--- src/rtl/frame_pad_stream.sv ---
// frame_pad_stream: surrounds one raster-ordered W x H frame with a border of
// B = (K-1)/2 constant pad pixels, so the output is (W+2B) x (H+2B) pixels.
// K is picked per frame from `mode`. The source is stalled (iReady low) while
// border pixels are inserted.
//
// Ports:
//   clk       rising-edge clock
//   reset     asynchronous active-low reset
//   newFrame  frame start pulse, sampled only while idle
//   mode      kernel select latched on accepted newFrame (0:K3 1:K5 2:K7 3:bypass)
//   iValid    input pixel valid
//   iData     input pixel, channel 0 in the MSBs
//   iReady    block is in the active-pixel segment and accepts iData
//   oValid    oData holds a padded-frame pixel
//   oData     padded-frame pixel
//   oDone     one-cycle pulse alongside the last output pixel of a frame
//   busy      frame in progress (held through the oDone cycle)
module frame_pad_stream #(
  parameter int unsigned       WIDTH     = 320,
  parameter int unsigned       HEIGHT    = 240,
  parameter int unsigned       CHANNELS  = 3,
  parameter int unsigned       DATA_W    = 8,
  parameter logic [DATA_W-1:0] PAD_VALUE = '0
) (
  input  logic                         clk,
  input  logic                         reset,
  input  logic                         newFrame,
  input  logic [1:0]                   mode,
  input  logic                         iValid,
  input  logic [CHANNELS*DATA_W-1:0]   iData,
  output logic                         iReady,
  output logic                         oValid,
  output logic [CHANNELS*DATA_W-1:0]   oData,
  output logic                         oDone,
  output logic                         busy
);

  localparam int unsigned PIX_W   = CHANNELS * DATA_W;
  localparam int unsigned MAX_DIM = (WIDTH > HEIGHT) ? WIDTH : HEIGHT;
  localparam int unsigned CNT_W   = $clog2(MAX_DIM + 7);
  localparam logic [PIX_W-1:0] PAD_PIX = {CHANNELS{PAD_VALUE}};

  typedef enum logic [2:0] {
    ST_IDLE,
    ST_TOP,
    ST_LEFT,
    ST_DATA,
    ST_RIGHT,
    ST_BOTTOM
  } state_t;

  state_t           state, state_next;
  logic [CNT_W-1:0] x_cnt, x_next;
  logic [CNT_W-1:0] y_cnt, y_next;
  logic [1:0]       b_q, b_next;

  logic             emit_pad;
  logic             emit_data;
  logic             done_set;
  logic             ovalid_next;
  logic [PIX_W-1:0] odata_next;
  logic             iready_next;
  logic             busy_next;

  // Segment end values derived from the latched border width.
  logic [CNT_W-1:0] b_ext;
  logic [CNT_W-1:0] b_last;
  logic [CNT_W-1:0] w_last;
  logic [CNT_W-1:0] row_last;
  logic [CNT_W-1:0] act_last;
  logic [CNT_W-1:0] frm_last;

  assign b_ext    = CNT_W'(b_q);
  assign b_last   = b_ext - CNT_W'(1);
  assign w_last   = CNT_W'(WIDTH - 1);
  assign row_last = CNT_W'(WIDTH - 1) + (b_ext << 1);
  assign act_last = b_ext + CNT_W'(HEIGHT - 1);
  assign frm_last = CNT_W'(HEIGHT - 1) + (b_ext << 1);

  // State, counters and registered outputs.
  always_ff @(posedge clk or negedge reset) begin
    if (!reset) begin
      state  <= ST_IDLE;
      x_cnt  <= '0;
      y_cnt  <= '0;
      b_q    <= 2'd0;
      iReady <= 1'b0;
      oValid <= 1'b0;
      oData  <= '0;
      oDone  <= 1'b0;
      busy   <= 1'b0;
    end else begin
      state  <= state_next;
      x_cnt  <= x_next;
      y_cnt  <= y_next;
      b_q    <= b_next;
      iReady <= iready_next;
      oValid <= ovalid_next;
      oData  <= odata_next;
      oDone  <= done_set;
      busy   <= busy_next;
    end
  end

  // Next-state, counter advance and output decode.
  // Every pixel decided in cycle t is visible in t+1, so accepting newFrame
  // already issues the first top-border pixel and TOP resumes at column 1.
  always_comb begin
    state_next  = state;
    x_next      = x_cnt;
    y_next      = y_cnt;
    b_next      = b_q;
    emit_pad    = 1'b0;
    emit_data   = 1'b0;
    done_set    = 1'b0;
    ovalid_next = 1'b0;
    odata_next  = oData;
    iready_next = 1'b0;
    busy_next   = 1'b0;

    case (state)
      ST_IDLE: begin
        // busy still high means the previous frame's oDone is on the output
        if (newFrame && !busy) begin
          x_next = '0;
          y_next = '0;
          if (mode == 2'd3) begin
            b_next     = 2'd0;
            state_next = ST_DATA;
          end else begin
            b_next     = mode + 2'd1;
            emit_pad   = 1'b1;
            x_next     = CNT_W'(1);
            state_next = ST_TOP;
          end
        end
      end

      ST_TOP: begin
        emit_pad = 1'b1;
        if (x_cnt == row_last) begin
          x_next = '0;
          y_next = y_cnt + CNT_W'(1);
          if (y_cnt == b_last) state_next = ST_LEFT;
        end else begin
          x_next = x_cnt + CNT_W'(1);
        end
      end

      ST_LEFT: begin
        emit_pad = 1'b1;
        if (x_cnt == b_last) begin
          x_next     = '0;
          state_next = ST_DATA;
        end else begin
          x_next = x_cnt + CNT_W'(1);
        end
      end

      ST_DATA: begin
        if (iValid && iReady) begin
          emit_data = 1'b1;
          if (x_cnt == w_last) begin
            x_next = '0;
            if (b_q != 2'd0) begin
              state_next = ST_RIGHT;
            end else if (y_cnt == act_last) begin
              // passthrough: last pixel of the frame
              y_next     = '0;
              done_set   = 1'b1;
              state_next = ST_IDLE;
            end else begin
              y_next = y_cnt + CNT_W'(1);
            end
          end else begin
            x_next = x_cnt + CNT_W'(1);
          end
        end
      end

      ST_RIGHT: begin
        emit_pad = 1'b1;
        if (x_cnt == b_last) begin
          x_next     = '0;
          y_next     = y_cnt + CNT_W'(1);
          state_next = (y_cnt == act_last) ? ST_BOTTOM : ST_LEFT;
        end else begin
          x_next = x_cnt + CNT_W'(1);
        end
      end

      ST_BOTTOM: begin
        emit_pad = 1'b1;
        if (x_cnt == row_last) begin
          x_next = '0;
          if (y_cnt == frm_last) begin
            y_next     = '0;
            done_set   = 1'b1;
            state_next = ST_IDLE;
          end else begin
            y_next = y_cnt + CNT_W'(1);
          end
        end else begin
          x_next = x_cnt + CNT_W'(1);
        end
      end

      default: begin
        state_next = ST_IDLE;
        x_next     = '0;
        y_next     = '0;
      end
    endcase

    ovalid_next = emit_pad | emit_data;
    if (emit_data)     odata_next = iData;
    else if (emit_pad) odata_next = PAD_PIX;
    iready_next = (state_next == ST_DATA);
    // busy covers the oDone cycle so a newFrame there is not taken early
    busy_next   = (state_next != ST_IDLE) | done_set;
  end

endmodule

--- config.mk ---
export PLATFORM = sky130hd
export DESIGN_NAME = frame_pad_stream
export DESIGN_NICKNAME = d
export VERILOG_FILES = /design/src/rtl/frame_pad_stream.sv
export SDC_FILE = /design/constraint.sdc
export NUM_CORES = 1
export LEC_CHECK = 0
export ABC_AREA = 0
export ABC_CLOCK_PERIOD_IN_PS = 3200
export BUFFER_PORTS_ARGS = -buffer_cell sky130_fd_sc_hd__buf_2
export CAP_MARGIN = 20
export CORE_MARGIN = 5
export CORE_UTILIZATION = 40
export CTS_CLUSTER_SIZE = 20
export DETAILED_ROUTE_END_ITERATION = 7
export GPL_ROUTABILITY_DRIVEN = 0
export HOLD_SLACK_MARGIN = 0.03
export SLEW_MARGIN = 25
export SYNTH_ARGS = -nofsm -noshare
export SYNTH_HDL_FRONTEND = slang
export SYNTH_SLANG_ARGS = --single-unit
--- constraint.sdc ---
create_clock -name clk -period 3.2 [get_ports clk]
set_input_delay 0.16 -clock clk [delete_from_list [all_inputs] [get_ports clk]]
set_output_delay 0.16 -clock clk [all_outputs]
set_load 0.1 [all_outputs]
==> results.txt, run 1 <==
----------------------------------------------------
[Synthesis]
  Number of flip-flops and latches in the synthesized netlist ... 51
  Most numerous cell in the Yosys netlist ... dfrtp_1
  Post-synth ARST share ... 1.00
  Sequential cell area fraction in the yosys report ... 0.459
  Number of warnings printed during yosys synthesis ... 0
  Post-synth net total ... 328
  Cell accounting for the most synthesized area ... dfrtp_1
  Main flop type after synthesis ... dfrtp_1
  Area contributors post-synth ... dfrtp_1 (46%), a22o_1 (8.2%), nand2_1 (3.8%)
  Share of the synthesized area in the top cell type ... 0.459
  Number of enable-type register cells in the synthesized netlist ... 0
  Syn Inst Count ... 293
  Post-synthesis cell type count ... 53
  Synth top cells by count ... dfrtp_1 (51), nand2_1 (28), a22o_1 (26)
  Mean instance size in the synthesized netlist ... 9.49 um^2
  Combined area of all synthesized cells ... 2780 um^2

[STA]
  Setup TNS ... 0 ps
  Hold Vio Cnt, Final ... 0
  Final worst clock skew ... 5.04 ps
  Final setup vio count ... 0
  Number of pins with negative max-slew slack in the final report ... 0
  Time the worst path needs with I/O delays and setup ... 2720 ps
  Worst Max-Slew Pin Slew ... 590 ps
  Part of the cycle the worst path needs ... 0.852
  Setup repair after global routing missed its margin ... no
  FMAX ... 367 MHz
  Crit path setup slack, layout ... 475 ps
  Slew HR ... 0.605

[Critical path]
  Sort of element at the start of the critical path ... flip-flop
  Reg2Reg Depth ... 8
  CP top delay family ... simple AND/OR/NAND/NOR gates
  Worst Setup End Kind ... flip-flop
  Buffering stage count on the worst path with inverters included ... 1
  CP Depth ... 8
  Cell at the slowest stage of the critical path ... dfrtp_1
  Chain of cells forming the critical path ... inv_1, ha_1, nor4_1, o2111ai_1, nor3_2, a21oi_1, nor4_1, nand4bb_1
  Required time of the worst setup path ... 3370 ps
  Crit-path max FO ... 7
  Signal arrival time at the worst endpoint ... 2890 ps
  Most repeated library cell on the critical path ... nor4_1
  Class of the most critical setup path ... reg -> reg
  Delay of the slowest critical-path stage ... 490 ps

[Finish]
  Area overhead of the layout relative to synthesis ... 16.9%
  N_diodes ... 0
  Fraction of layout instances using a drive strength above 1 ... 0.230
  Final nets ... 378
  Utilization of the core after routing ... 0.479

[Clocking]
  Latest clock arrival within the worst-skew pair ... 300 ps
  Clock transition at the register clock pins on the worst setup and hold paths after CTS ... 90 ps
  Number of levels the H-tree was split into ... 2
  Clock tree from TritonCTS ... done
  Total clock sinks ... 51
  Buffer type at the clock tree root ... clkbuf_8
  Maximum root-to-sink buffer count ... 2
  Post CTS Setup Buffer Count ... 0
  CTS buffer count ... 5

[Drt]
  WL final ... 6530 um
  Count of unresolved DRC violations after routing ... 0
  Number of design-rule violations left by the first detailed-router iteration ... 87
  Via density per instance ... 5.29
  Antenna Nets Post-Route ... 0
  Detailed Routing Iterations Pass 1 ... 4
  Routed WL per cell ... 14.8 um
  Number of vias after detailed routing ... 2327

[Global route]
  Number of global-route vias before repair ... 2201
  Maximum number of pins on one net before global-route repair ... 28
  Global Route Usage Sum ... 0.158
  Sum of overflow across all layers after global routing ... 0
  First-pass GRT wire length ... 11100 um
  Number of antenna violations at the first check in global routing ... 0

[Floorplan]
  Count of boundary I/O pins ... 58
  Std cell rows ... 30
  Die width ... 93.4 um
  Die Area ... 8720 um^2
  Starting density of the core ... 0.409
  Chip height ... 93.4 um
  Floorplan core area ... 6790 um^2

[Placement]
  Placement-stage worst setup slack ... 490 ps
  Number of buffers inserted by port buffering ... 57
  Hpwl dp ... 4850 um

[Worst hold path]
  Hold Path Stages ... 2
  Worst min-delay path category ... in -> reg

[Run]
  Max-cap viol count ... 0

[Pwr]
  Worst IR Drop VDD ... 0.300 mV
  Overall power of the completed layout ... 0.00165 W
  Leakage power of the design ... 1.49 nW
  Power per unit of standard cell area ... 506 nW/um^2

[Run status]
  Status ... complete, no violations

----------------------------------------------------
## worst reg2reg max path, stage by stage, from the launching register on
cell and delay [ps]:
dfrtp_1 490, inv_1 100, ha_1 230, nor4_1 390
o2111ai_1 200, nor3_2 430, a21oi_1 110, nor4_1 480
nand4bb_1 160
## final timing paths
kind                                            start               endpoint  slack [ps]
worst max-delay path               b_q[0]$_DFFE_PN0P_         busy$_DFF_PN0_         480
worst min-delay path                          mode[0]     b_q[0]$_DFFE_PN0P_          50
worst max register to register     b_q[0]$_DFFE_PN0P_         busy$_DFF_PN0_         480
worst min register to register  oData[22]$_DFFE_PN0P_  oData[22]$_DFFE_PN0P_         500
max in group asynchronous                       reset     b_q[0]$_DFFE_PN0P_        2060
min in group asynchronous                       reset   y_cnt[4]$_DFFE_PN0P_         380
## timing repair
item,CTS,global route
endpoints found under the hold margin,24,0
gates resized for setup,0,0
hold buffers,1,0
## cells by family (layout without fill, tap and decap cells)
logic type | count (synthesis) | after routing | synth area share
AND/OR/NAND/NOR | 108 | 108 | 0.206
AO/OA/AOI/OAI | 80 | 80 | 0.215
flip-flops | 51 | 51 | 0.459
buffers and inverters | 36 | 87 | 0.0558
XOR/XNOR | 12 | 12 | 0.0378
adder cells (fa/ha/maj) | 5 | 5 | 0.0225
multiplexers | 1 | 1 | 0.00405
## cell type report
type	count	area, um^2
Clock buffer	6	82.6
Clock inverter	2	16.3
Fill cell	638	3540
Multi-Input combinational cell	206	1360
Inverter	14	52.6
Timing Repair Buffer	65	348
Sequential cell	51	1280
Tap cell	96	120
## metrics by stage
| step | cells | hold slack, ps | area (um^2) |
|---|---|---|---|
| 2_1_floorplan | 293 | -136 | 2780 |
| 3_3_place_gp | 431 | 189 | 3140 |
| 3_5_place_dp | 431 | 199 | 3140 |
| 4_1_cts | 440 | 38.2 | 3250 |
| 5_1_grt | 440 | 54.6 | 3250 |
| 6_report | 440 | 52.9 | 3250 |
## registers in the layout, indices dropped and copies added (netlist names)
register / flops
state: 3
b_q: 2
busy: 1
y_cnt: 9
oValid: 1
x_cnt: 9
iReady: 1
oDone: 1
oData: 24
## cells in the final DEF, fill, tap and decap left out, types with 4 or more instances in the layout
cell,n
buf_2,57
dfrtp_1,51
nand2_1,28
a22o_1,26
inv_1,14
nand3_1,14
nor2_1,13
a21oi_1,9
nor3_1,8
xor2_1,7
nand4_1,7
nor2b_1,7
o211ai_1,7
o21ai_0,7
buf_4,7
clkbuf_8,6
xnor2_1,5
and3_1,5
ha_1,5
or3_1,4
a211oi_1,4
o22ai_1,4
## routing by layer
layer	GRT usage	wire length, um	up-vias
li1	-	-	1173
met1	0.225	3140	1103
met2	0.245	3070	43
met3	0.0249	230	8
met4	0.0513	90	0
met5	0	0	-
## where the power goes
group | switching, W | total, W | internal (W)
Clock | 0.000217 | 0.000394 | 0.000177
Sequential | 0.0000904 | 0.000802 | 0.000711
Combinational | 0.000320 | 0.000450 | 0.000130
No activity file was read; power rests on OpenSTA's default activity.
==> inputs of run 2 (changes only) <==
Settings changed: CORE_UTILIZATION 40 to 55, GPL_TIMING_DRIVEN set to 1, PLACE_DENSITY set to 0.8.
==> run 2 against run 1 <==
Compared with the run above: worst hold slack better by 5.6 ps; combinational power about the same; register-to-register slack got worse by 120 ps; clock power decreased by 2%.
==> results.txt, run 2 (synthesis gave the netlist of run 1 again) <==
----------------------------------------------------
[Finish]
  Top reg by flops ... oData
  Max FFs per register ... 24
  Leading cell type in the layout, fill and taps excluded ... buf_2
  N_diodes ... 0
  Final nets ... 376
  Regs by FF count ... oData (24), x_cnt (9), y_cnt (9)
  Leading cell types in the layout, fill and taps excluded ... buf_2 (56), dfrtp_1 (51), nand2_1 (28)
  Area overhead of the layout relative to synthesis ... 15.2%
  Fraction of layout instances using a drive strength above 1 ... 0.228

[Floorplan]
  Die Area ... 6580 um^2
  Count of boundary I/O pins ... 58
  Die width ... 81.1 um
  Starting density of the core ... 0.577
  Std cell rows ... 25
  Floorplan core area ... 4820 um^2
  Chip height ... 81.1 um

[Global route]
  Number of global-route vias before repair ... 2377
  Global Route Usage Sum ... 0.208
  Routing usage on met1 ... 0.274
  Sum of overflow across all layers after global routing ... 0
  Global routing's busiest layer ... met2
  Met2 Resource Use GR ... 0.347
  Number of antenna violations at the first check in global routing ... 0
  Maximum number of pins on one net before global-route repair ... 52
  First-pass GRT wire length ... 10800 um
  Met3 layer usage reported by global route ... 0.0377

[Critical path]
  Class of the most critical setup path ... reg -> reg
  Slack of the worst reg-to-reg path ... 360 ps
  Worst Setup End Kind ... flip-flop
  Required time of the worst setup path ... 3390 ps
  Crit-path max FO ... 13
  Signal arrival time at the worst endpoint ... 3030 ps
  Sort of element at the start of the critical path ... flip-flop

[STA]
  Setup TNS ... 0 ps
  Final worst clock skew ... 5.48 ps
  Time the worst path needs with I/O delays and setup ... 2840 ps
  Final setup vio count ... 0
  Setup repair after global routing missed its margin ... no
  Slew HR ... 0.557
  Part of the cycle the worst path needs ... 0.888
  Worst Max-Slew Pin Slew ... 661 ps
  Crit path setup slack, layout ... 357 ps
  Number of pins with negative max-slew slack in the final report ... 0
  Hold Vio Cnt, Final ... 0
  FMAX ... 352 MHz

[Pwr]
  Cell-internal power ... 0.00100 W
  Comb pwr share ... 0.275
  Worst IR Drop VDD ... 0.360 mV
  Switching Power ... 0.000630 W
  Clock network fraction of design power ... 0.236
  Share of total power in sequential cells ... 0.489
  Leakage power of the design ... 1.49 nW
  Share of total power consumed by net switching ... 0.386
  Power per unit of standard cell area ... 509 nW/um^2

[Clocking]
  Total clock sinks ... 51
  Latest clock arrival within the worst-skew pair ... 300 ps
  Clock transition at the register clock pins on the worst setup and hold paths after CTS ... 90 ps
  Buffer type at the clock tree root ... clkbuf_8
  Clock tree from TritonCTS ... done
  CTS buffer count ... 5
  Post CTS Setup Buffer Count ... 0
  Number of levels the H-tree was split into ... 2
  Maximum root-to-sink buffer count ... 2

[Placement]
  Hpwl dp ... 4530 um
  Placement-stage worst setup slack ... 337 ps
  Number of buffers inserted by port buffering ... 57

[Run status]
  Status ... complete, no violations

[Drt]
  Routed WL per cell ... 15.1 um
  Count of unresolved DRC violations after routing ... 0
  Detailed Routing Iterations Pass 1 ... 4
  Number of design-rule violations left by the first detailed-router iteration ... 152
  Antenna Nets Post-Route ... 0
  Via density per instance ... 5.81
  Number of vias after detailed routing ... 2376
  WL final ... 6180 um

[Worst hold path]
  Worst min-delay path category ... in -> reg

[Run]
  Max-cap viol count ... 0

----------------------------------------------------
==> run 2: layer usage <==
| layer | part of all wire | vias to the layer above | routed length (um) |
|---|---|---|---|
| li1 | - | 1163 | - |
| met5 | 0 | - | 0 |
| met2 | 0.49 | 45 | 3010 |
| met4 | 0.014 | 0 | 85 |
| met1 | 0.46 | 1161 | 2850 |
| met3 | 0.039 | 7 | 239 |
==> run 2: worst max-delay path: stages, from the launching register on <==
cell and delay, ps:
dfrtp_1 510, inv_1 100, ha_1 360, or4_1 570, o22a_1 230, o311ai_1 280
o311a_2 330, nor2_2 70, a221o_1 290
==> run 2: power by group through the flow <==
| stage | sequential, W | clock, W | combinational, W |
|---|---|---|---|
| after floorplan | 0.000982 | 0 | 0.000182 |
| after global placement | 0.000808 | 0 | 0.000444 |
| after detailed placement | 0.000809 | 0 | 0.000450 |
| after CTS | 0.000798 | 0.000400 | 0.000452 |
| after global routing | 0.000814 | 0.000433 | 0.000479 |
| final | 0.000798 | 0.000385 | 0.000449 |
==> run 2: final cells by class <==
cell class,instances,area (um^2)
Fill cell,399,1610
Multi-Input combinational cell,206,1360
Sequential cell,51,1280
Timing Repair Buffer,63,335
Tap cell,67,83.8
Clock buffer,5,68.8
Inverter,14,52.6
Clock inverter,3,26.3
==> run 2: metrics by stage <==
stage / utilization / std cells / hold slack, ps / power [W] / cell area (um^2)
after global placement: 0.642 / 400 / 363 / 0.00125 / 3090
after global routing: 0.665 / 409 / 46.6 / 0.00173 / 3210
after floorplan: - / 293 / -136 / 0.00116 / 2780
after detailed placement: 0.642 / 400 / 220 / 0.00126 / 3090
final: 0.665 / 409 / 58.5 / 0.00163 / 3210
after CTS: 0.664 / 409 / 47.2 / 0.00165 / 3200
==> run 2: worst paths after layout <==
check,depth (start not counted),endpoint,from
max in group asynchronous,2,x_cnt[8]$_DFFE_PN0P_,reset
worst max-delay path,8,x_cnt[4]$_DFFE_PN0P_,b_q[0]$_DFFE_PN0P_
min in group asynchronous,2,y_cnt[1]$_DFFE_PN0P_,reset
worst min-delay path,2,b_q[0]$_DFFE_PN0P_,mode[0]
worst min register to register,1,oData[12]$_DFFE_PN0P_,oData[12]$_DFFE_PN0P_
worst max register to register,8,x_cnt[4]$_DFFE_PN0P_,b_q[0]$_DFFE_PN0P_
==> run 2: what timing repair did <==
action | CTS | global route
hold buffers | 1 | 0
hold endpoints to repair | 51 | 0
setup endpoints to repair | 0 | 1
resized for setup | 0 | 1
==> inputs of run 3 (changes only) <==
Settings changed: ABC_AREA 0 to 1, CORE_UTILIZATION 55 to 56.
==> run 3 against run 2 <==
Compared with the run above: register-to-register slack better by 320 ps; die area up 13%; cell count up 48%; via count up 37%; wire length up 31%; combinational power rose to 4.8 times the previous value; largest cell class unchanged.
==> results.txt, run 3 <==
----------------------------------------------------
[Critical path]
  Reg-to-reg startpoint ... b_q[0]$_DFFE_PN0P_
  CP top delay family ... simple AND/OR/NAND/NOR gates
  Reg2Reg Depth ... 13
  Most repeated library cell on the critical path ... nor2_1
  Buffering stage count on the worst path with inverters included ... 2
  RR Endpoint ... busy$_DFF_PN0_
  Worst Setup End Kind ... flip-flop
  Sort of element at the start of the critical path ... flip-flop
  Crit-path max FO ... 12
  Required time of the worst setup path ... 3400 ps
  Crit path from ... b_q[0]$_DFFE_PN0P_
  Cell at the slowest stage of the critical path ... dfrtp_1
  Class of the most critical setup path ... reg -> reg
  CP Depth ... 13
  Signal arrival time at the worst endpoint ... 2730 ps
  Slack of the worst reg-to-reg path ... 680 ps
  Chain of cells forming the critical path ... inv_2, ha_1, inv_2, nand2_2, nand2_1, nor2_2, nand3_4, nor2_2, nor2_1, nor2_1, nand3_1, nor2_1, nand2_1
  Delay of the slowest critical-path stage ... 470 ps
  Worst setup path end ... busy$_DFF_PN0_

[Synthesis]
  Post-synth ARST share ... 1.00
  Syn Inst Count ... 475
  Number of enable-type register cells in the synthesized netlist ... 0
  Share of the synthesized area in the top cell type ... 0.394
  Main flop type after synthesis ... dfrtp_1
  Post-synth net total ... 510
  Most numerous cell in the Yosys netlist ... nand2_1
  Mean instance size in the synthesized netlist ... 6.82 um^2
  Synth top cells by count ... nand2_1 (151), inv_1 (63), dfrtp_1 (51)
  Cell accounting for the most synthesized area ... dfrtp_1
  Number of warnings printed during yosys synthesis ... 0
  Sequential cell area fraction in the yosys report ... 0.394
  Post-synthesis cell type count ... 36
  Area contributors post-synth ... dfrtp_1 (39%), nand2_1 (17%), inv_1 (7.3%)
  Combined area of all synthesized cells ... 3240 um^2
  Number of flip-flops and latches in the synthesized netlist ... 51

[Floorplan]
  Starting density of the core ... 0.582
  Die Area ... 7410 um^2
  Std cell rows ... 27
  Die width ... 86.1 um
  Count of boundary I/O pins ... 58
  Floorplan core area ... 5570 um^2
  Chip height ... 86.1 um

[Drt]
  WL final ... 8070 um
  Routed WL per cell ... 13.3 um
  Via density per instance ... 5.38
  Antenna Nets Post-Route ... 0
  Number of design-rule violations left by the first detailed-router iteration ... 237
  Count of unresolved DRC violations after routing ... 0
  Number of vias after detailed routing ... 3260
  Detailed Routing Iterations Pass 1 ... 5

[Clocking]
  Clock tree from TritonCTS ... done
  CTS buffer count ... 5
  Number of levels the H-tree was split into ... 2
  Clock transition at the register clock pins on the worst setup and hold paths after CTS ... 100 ps
  Latest clock arrival within the worst-skew pair ... 320 ps
  Maximum root-to-sink buffer count ... 2
  Total clock sinks ... 51
  Buffer type at the clock tree root ... clkbuf_8

[STA]
  Slew HR ... 0.438
  Setup repair after global routing missed its margin ... no
  Number of pins with negative max-slew slack in the final report ... 0
  Final setup vio count ... 0
  Final worst clock skew ... 10.1 ps
  Part of the cycle the worst path needs ... 0.788
  FMAX ... 397 MHz
  Hold Vio Cnt, Final ... 0
  Crit path setup slack, layout ... 678 ps
  Time the worst path needs with I/O delays and setup ... 2520 ps
  Setup TNS ... 0 ps
  Worst Max-Slew Pin Slew ... 840 ps

[Global route]
  First-pass GRT wire length ... 14100 um
  Sum of overflow across all layers after global routing ... 0
  Maximum number of pins on one net before global-route repair ... 33
  Global Route Usage Sum ... 0.233
  Number of global-route vias before repair ... 3239
  Number of antenna violations at the first check in global routing ... 0

[Finish]
  Fraction of layout instances using a drive strength above 1 ... 0.195
  Leading cell types in the layout, fill and taps excluded ... nand2_1 (151), inv_1 (63), buf_2 (57)
  N_diodes ... 0
  Final std cell area, no fill ... 3710 um^2
  Top reg by flops ... oData
  Leading cell type in the layout, fill and taps excluded ... nand2_1
  Regs by FF count ... oData (24), x_cnt (9), y_cnt (9)
  Final nets ... 568
  Area overhead of the layout relative to synthesis ... 14.5%
  Non-Filler Instances ... 606
  Max FFs per register ... 24

[Pwr]
  Worst IR Drop VDD ... 0.763 mV
  Overall power of the completed layout ... 0.00358 W
  Power per unit of standard cell area ... 965 nW/um^2
  Leakage power of the design ... 1.93 nW

[Run status]
  Status ... complete, no violations

[Worst hold path]
  Worst min-delay path category ... in -> reg

[Placement]
  Total instance count after detailed placement ... 597
  Number of buffers inserted by port buffering ... 57
  Placement-stage worst setup slack ... 762 ps
  Hpwl dp ... 6040 um
  DP Area ... 3580 um^2

[Run]
  Max-cap viol count ... 0

----------------------------------------------------
-- run 3: cell types whose count changed after synthesis, sizes merged, moves of 4 or more --
cell,previous run,this run
a22o,26,0
nand2,28,157
and3,5,0
xnor2,5,0
inv,14,77
o21ai,9,41
clkbuf,15,2
a211oi,4,0
nand3,14,48
nor2,14,49
o211ai,7,2
nor3,9,3
nor2b,8,0
or3,4,0
-- run 3: area by class of cell --
type                            instances  area [um^2]
Fill cell                             481         1860
Multi-Input combinational cell        336         1620
Sequential cell                        51         1280
Timing Repair Buffer                   60          310
Inverter                               79          298
Tap cell                               72         90.1
Clock buffer                            6         82.6
Clock inverter                          2         38.8
-- run 3: per-layer routing --
layer  track usage  part of all wire  vias to the layer above
met5             0                 0                        -
met4         0.109             0.031                        0
met3        0.0509             0.086                       27
met2         0.374              0.46                      155
met1         0.299              0.43                     1471
li1              -                 -                     1607
-- run 3: power by group --
part | switching [W] | internal [W]
clock network | 0.000233 | 0.000258
logic | 0.00168 | 0.000487
registers | 0.000139 | 0.000789
total | 0.00205 | 0.00153
-- run 3: how the worst min path moves through the flow --
stage	depth (start not counted)	from	slack, ps	end
floorplan	0	reset	-140	b_q[0]$_DFFE_PN0P_
global placement	1	reset	130	oData[15]$_DFFE_PN0P_
detailed placement	1	reset	130	oData[15]$_DFFE_PN0P_
CTS	2	mode[0]	50	b_q[0]$_DFFE_PN0P_
global route	2	mode[0]	40	b_q[0]$_DFFE_PN0P_
finish	2	mode[0]	50	b_q[0]$_DFFE_PN0P_
-- run 3: worst register-to-register path, cell delays in order, from the launching register on --
cell and delay, ps:
dfrtp_1 470, inv_2 150, ha_1 440, inv_2 170
nand2_2 100, nand2_1 70, nor2_2 160, nand3_4 160
nor2_2 210, nor2_1 90, nor2_1 160, nand3_1 90
nor2_1 100, nand2_1 50
-- run 3: cell families after synthesis --
group | count (synthesis) | share of synthesized area
xor gates and xnor gates | 4 | 0.0108
buffers and inverters | 88 | 0.108
AOI/OAI and AO/OA | 57 | 0.0938
and+or+nand+nor | 270 | 0.375
DFF | 51 | 0.394
adders and majority gates | 5 | 0.0193
-- run 3: what timing repair did --
action	CTS	global route
hold buffers	1	0
setup buffers	0	0
endpoints found under the hold margin	19	0
gates resized for setup	0	0
-- run 3: through the flow --
stage | hold slack (ps) | utilization
floorplan | -136 | -
global placement | 125 | 0.642
detailed placement | 129 | 0.642
CTS | 49.1 | 0.666
global route | 43.1 | 0.666
finish | 45.5 | 0.666
